## config.mk

```make
export PLATFORM = sky130hd
export DESIGN_NAME = instr_encoder
export DESIGN_NICKNAME = d
export VERILOG_FILES = /design/src/rtl/instr_encoder.sv
export SDC_FILE = /design/constraint.sdc
export NUM_CORES = 1
export LEC_CHECK = 0
export CAP_MARGIN = 20
export CORE_MARGIN = 8
export CORE_UTILIZATION = 47
export DETAILED_ROUTE_END_ITERATION = 7
export PLACE_DENSITY = 0.95
export SYNTH_ARGS = -nofsm -noshare
export SYNTH_HDL_FRONTEND = slang
export SYNTH_SLANG_ARGS = --single-unit
```

## constraint.sdc

```tcl
create_clock -name clk -period 4 [get_ports clk]
set_input_delay 0.8 -clock clk [delete_from_list [all_inputs] [get_ports clk]]
set_output_delay 0.8 -clock clk [all_outputs]
set_load 0.005 [all_outputs]
```

## src/rtl/instr_encoder.sv

```systemverilog
// instr_encoder: assembles MIPS R/I/J words from symbolic commands and streams them into imem (byte-op encodings enabled by INSTR_ENC_BYTE_EN)
module instr_encoder #(
  parameter int ADDR_W = 6,
  parameter int DEPTH  = 64
) (
  input  logic              clk,
  input  logic              reset,
  input  logic              start,
  input  logic [ADDR_W-1:0] base_addr,
  input  logic              stop,
  input  logic              cmd_valid,
  output logic              cmd_ready,
  input  logic [3:0]        cmd_op,
  input  logic [4:0]        cmd_rs,
  input  logic [4:0]        cmd_rt,
  input  logic [4:0]        cmd_rd,
  input  logic [15:0]       cmd_imm,
  input  logic [25:0]       cmd_target,
  output logic              mem_we,
  input  logic              mem_ready,
  output logic [ADDR_W-1:0] mem_addr,
  output logic [31:0]       mem_wdata,
  output logic              busy,
  output logic              full,
  output logic              err,
  output logic              done
);
  typedef enum logic [1:0] {IDLE, RUN, DRAIN} state_t;
  localparam logic [ADDR_W-1:0] LAST = ADDR_W'(DEPTH - 1);
  state_t state, state_n;
  logic [ADDR_W-1:0] ptr;
  logic [31:0] enc;
  logic bad, acc, base_oob;
  assign base_oob  = {1'b0, base_addr} >= (ADDR_W + 1)'(DEPTH);
  assign cmd_ready = (state == RUN) && !full && !stop && (!mem_we || mem_ready);
  assign acc       = cmd_valid && cmd_ready;
  assign busy      = state != IDLE;
  assign done      = (state == DRAIN) && !mem_we;
  always_comb begin
    bad = 1'b0;
    enc = '0;
    case (cmd_op)
      4'd0:  enc = {6'b000000, cmd_rs, cmd_rt, cmd_rd, 5'b0, 6'b100000};
      4'd1:  enc = {6'b000000, cmd_rs, cmd_rt, cmd_rd, 5'b0, 6'b100010};
      4'd2:  enc = {6'b000000, cmd_rs, cmd_rt, cmd_rd, 5'b0, 6'b100100};
      4'd3:  enc = {6'b000000, cmd_rs, cmd_rt, cmd_rd, 5'b0, 6'b100101};
      4'd4:  enc = {6'b000000, cmd_rs, cmd_rt, cmd_rd, 5'b0, 6'b101010};
      4'd5:  enc = {6'b100011, cmd_rs, cmd_rt, cmd_imm};
      4'd6:  enc = {6'b101011, cmd_rs, cmd_rt, cmd_imm};
      4'd7:  enc = {6'b001000, cmd_rs, cmd_rt, cmd_imm};
      4'd8:  enc = {6'b001100, cmd_rs, cmd_rt, cmd_imm};
      4'd9:  enc = {6'b001101, cmd_rs, cmd_rt, cmd_imm};
      4'd10: enc = {6'b001010, cmd_rs, cmd_rt, cmd_imm};
      4'd11: enc = {6'b000100, cmd_rs, cmd_rt, cmd_imm};
      4'd12: enc = {6'b000101, cmd_rs, cmd_rt, cmd_imm};
      4'd13: enc = {6'b000010, cmd_target};
`ifdef INSTR_ENC_BYTE_EN
      4'd14: enc = {6'b100000, cmd_rs, cmd_rt, cmd_imm};
      4'd15: enc = {6'b101000, cmd_rs, cmd_rt, cmd_imm};
`endif
      default: bad = 1'b1;
    endcase
  end
  always_comb
    state_n = state == IDLE ? (start ? (base_oob ? DRAIN : RUN) : IDLE) :
              state == RUN  ? ((stop || full) ? DRAIN : RUN) :
              (mem_we ? DRAIN : IDLE);
  always_ff @(posedge clk or posedge reset)
    if (reset) begin
      state     <= IDLE;
      ptr       <= '0;
      full      <= 1'b0;
      err       <= 1'b0;
      mem_we    <= 1'b0;
      mem_addr  <= '0;
      mem_wdata <= '0;
    end else begin
      state <= state_n;
      if (state == IDLE && start) begin
        ptr  <= base_addr;
        err  <= 1'b0;
        full <= base_oob;
      end
      if (mem_we && mem_ready) mem_we <= 1'b0;
      // an accept on the same edge as a completion refills the buffer
      if (acc) begin
        mem_we    <= 1'b1;
        mem_addr  <= ptr;
        mem_wdata <= enc;
        err       <= err | bad;
        if (ptr == LAST) full <= 1'b1;
        else ptr <= ptr + 1'b1;
      end
    end
endmodule

```

==> results by group <==
Clock tree
  • Cell chosen for the clock root: clkbuf_8
  • H-tree Lvls: 2
  • CTS tree: yes
  • Setup Buffers After CTS: 0
  • Clock transition at path regs: 0.08 ns
  • Max Buffers Root-to-Sink: 2
  • CTS sink cnt: 48
  • Latest clock arrival within the worst-skew pair: 0.29 ns
  • Cts hold-fix bufs: 0
  • Resized cells post-CTS: 0
  • CTS buffer count: 5

STA
  • Unrepaired setup endpoints after global routing: false
  • Final hold violations: 0
  • Final worst-path cycle share: 76.0%
  • Final setup TNS: 0 ns
  • Least-Margin Pin Slew: 0.949 ns
  • Minimum clock period: 3.04 ns
  • Slew HR: 36.3%
  • Clock Skew: 0.00576 ns
  • # setup viols final: 0
  • Slew Limit Fails: 0
  • Fmax: 0.329 GHz

Hold path
  • Class of the worst hold path: reg -> reg

Placement
  • Post-place instance area: 4010 sq um
  • I/O Buffers: 115
  • Dpl hpwl: 6550 um
  • GPL Wtd Cong: 0.843

Global routing
  • Initial antenna violation count: 0
  • Largest net degree at the start of global routing: 49
  • Number of global-route vias before repair: 2,950
  • GR Overflow Total: 0
  • GRT Total Usage: 19.7%
  • Wire length of the first global-routing pass: 14,300 um

Finish
  • Fin nets: 509
  • Fillers: 445
  • Finished Cell Area: 4140 sq um
  • Antenna Cells: 0
  • Commonest non-fill, non-tap cells in the layout: clkdlybuf4s50_1 (115), nand2_1 (62), dfrtp_1 (48)
  • Util after Layout: 69.9%
  • Commonest non-fill, non-tap cell in the layout: clkdlybuf4s50_1
  • P&R area growth vs syn: 43.8%
  • Layout cells sized above 1: 5.05%

Floorplan
  • Num ports: 117
  • Die Area: 8890 sq um
  • DIE HEIGHT: 94.3 um
  • Die W: 94.3 um
  • # rows: 28
  • Initial Util: 48.6%
  • Core area: 5920 sq um

Setup path
  • Crit start category: input pin
  • CP required: 3.20 ns
  • CP arrival: 2.24 ns
  • Cell Chain, Critical Path: clkdlybuf4s50_1 -> nor2_1 -> and3_1 -> clkdlybuf4s50_1
  • Slowest CP cell: clkdlybuf4s50_1
  • Crit end category: output pin
  • CP Class: in -> out
  • Slowest cell delay on critical path: 0.51 ns
  • Crit-path max FO: 4
  • Most used cell, CP: clkdlybuf4s50_1

Route
  • Total number of vias: 2,947
  • WL/cell: 17.3 um
  • Wirelength, routed: 8860 um
  • DR WL met2: 4310 um
  • Via density: 5.77
  • DRT Pass-1 Iters: 4
  • # DRC: 0
  • Routed Antenna Nets: 0
  • Iter 0 DRT Violations: 236
  • DR top layer: met4
  • Met3 WL: 789 um
  • Met1 wire length: 3640 um

Power and ir drop
  • LEAKAGE: 1.75 nW
  • Maximum VDD drop: 0.000280 V
  • Pwr dens: 497 nW/um^2

Synthesis
  • Post-Syn Area: 2880 sq um
  • Post-synth ARST share: 100%
  • EDFF count, synth: 0
  • Synthesized area per cell: 8.60 sq um
  • Post-Syn Nets: 409
  • Cell count after synthesis: 335
  • Top FF cell, synth: dfrtp_1
  • Netlist cell types: 51
  • Number of synthesized register bits: 48
  • Syn. warnings: 0
  • Register area share after synthesis: 41.7%

Flow run
  • Max-cap violations: 0

Run status
  • Outcome: completed
==> critical path: cells and delay by family <==
family                 cells  cell delay [ns]
buffers and inverters      2             0.93
and+or+nand+nor            2             0.51
==> power breakdown <==
group	switching [mW]	internal, mW
registers	0.150	0.693
logic	0.339	0.538
clock network	0.154	0.186
total	0.642	1.42
==> layout make-up <==
| class | count | area, sq um | share of cell area [%] |
|---|---|---|---|
| clock buffers | 6 | 72.6 | 1.75 |
| clock inverters | 2 | 35.0 | 0.846 |
| inverters | 8 | 30.0 | 0.725 |
| multi-input cells | 250 | 1490 | 36.0 |
| flip-flops and latches | 48 | 1200 | 29.0 |
| well taps | 75 | 93.8 | 2.27 |
| repair buffers | 122 | 1220 | 29.4 |
==> synth_stat cells (all sizes together) (2+ instances only) <==
master	count	area share [%]
nand2	62	8.1
dfrtp	48	42
o21ai	32	5.6
a21oi	24	4.4
buf	21	4.4
a2bb2oi	20	6.1
nor2	15	2.0
nand2b	9	2.0
nand3	9	1.6
clkbuf	8	1.0
inv	8	1.0
nor2b	7	1.5
a22o	6	1.8
mux2i	6	2.1
a32oi	5	1.5
a221o	4	1.4
a22oi	4	1.0
nand4	4	1.4
a31oi	3	0.65
and3	3	0.65
nor3	3	0.52
nor3b	3	0.96
o221ai	3	0.91
a211oi	2	0.52
a32o	2	0.70
and2	2	0.43
and2b	2	0.61
o211ai	2	0.52
o21a	2	0.52
or2	2	0.43
==> kinds of logic after synthesis <==
| family | Yosys count | share of synthesized area [%] |
|---|---|---|
| other | 1 | 0.130 |
| adder cells (fa/ha/maj) | 1 | 0.434 |
| flip-flops | 48 | 41.7 |
| XOR/XNOR | 2 | 0.608 |
| AND/OR/NAND/NOR | 124 | 20.9 |
| multiplexers | 6 | 2.09 |
| buffers and inverters | 37 | 6.47 |
| AO/OA/AOI/OAI | 116 | 27.6 |
==> flip-flops by register name, summed over array words and instances (netlist names) <==
register and cells:
mem_addr 6, state 2, mem_we 1, mem_wdata 31, ptr 6, err 1
full 1
==> through the flow <==
stage,total power [mW],setup slack (ns),hold WS [ns],instances
floorplan,1.17,1.97,0.463,335
global placement,1.69,1.04,0.457,502
detailed placement,1.73,0.956,0.462,502
CTS,2.07,0.946,0.483,510
global route,2.19,0.861,0.510,511
finish,2.06,0.958,0.482,511
==> routing by layer <==
layer	up-vias	track usage, %
li1	1402	-
met1	1399	23.9
met2	132	32.9
met3	14	6.31
met4	0	4.49
met5	-	0
==> final timing paths <==
check | start | end | slack, ns | cells past startpoint
max | stop | cmd_ready | 0.96 | 4
min | mem_addr[1]$_DFFE_PP0P_ | mem_addr[1]$_DFFE_PP0P_ | 0.48 | 2
max reg2reg | full$_DFF_PP0_ | ptr[3]$_DFF_PP0_ | 2.06 | 5
min reg2reg | mem_addr[1]$_DFFE_PP0P_ | mem_addr[1]$_DFFE_PP0P_ | 0.48 | 2
max in group asynchronous | reset | ptr[4]$_DFF_PP0_ | 2.89 | 3
min in group asynchronous | reset | mem_wdata[22]$_DFFE_PP0P_ | 0.68 | 2
Note: power is estimated with default switching activity, not from simulation.
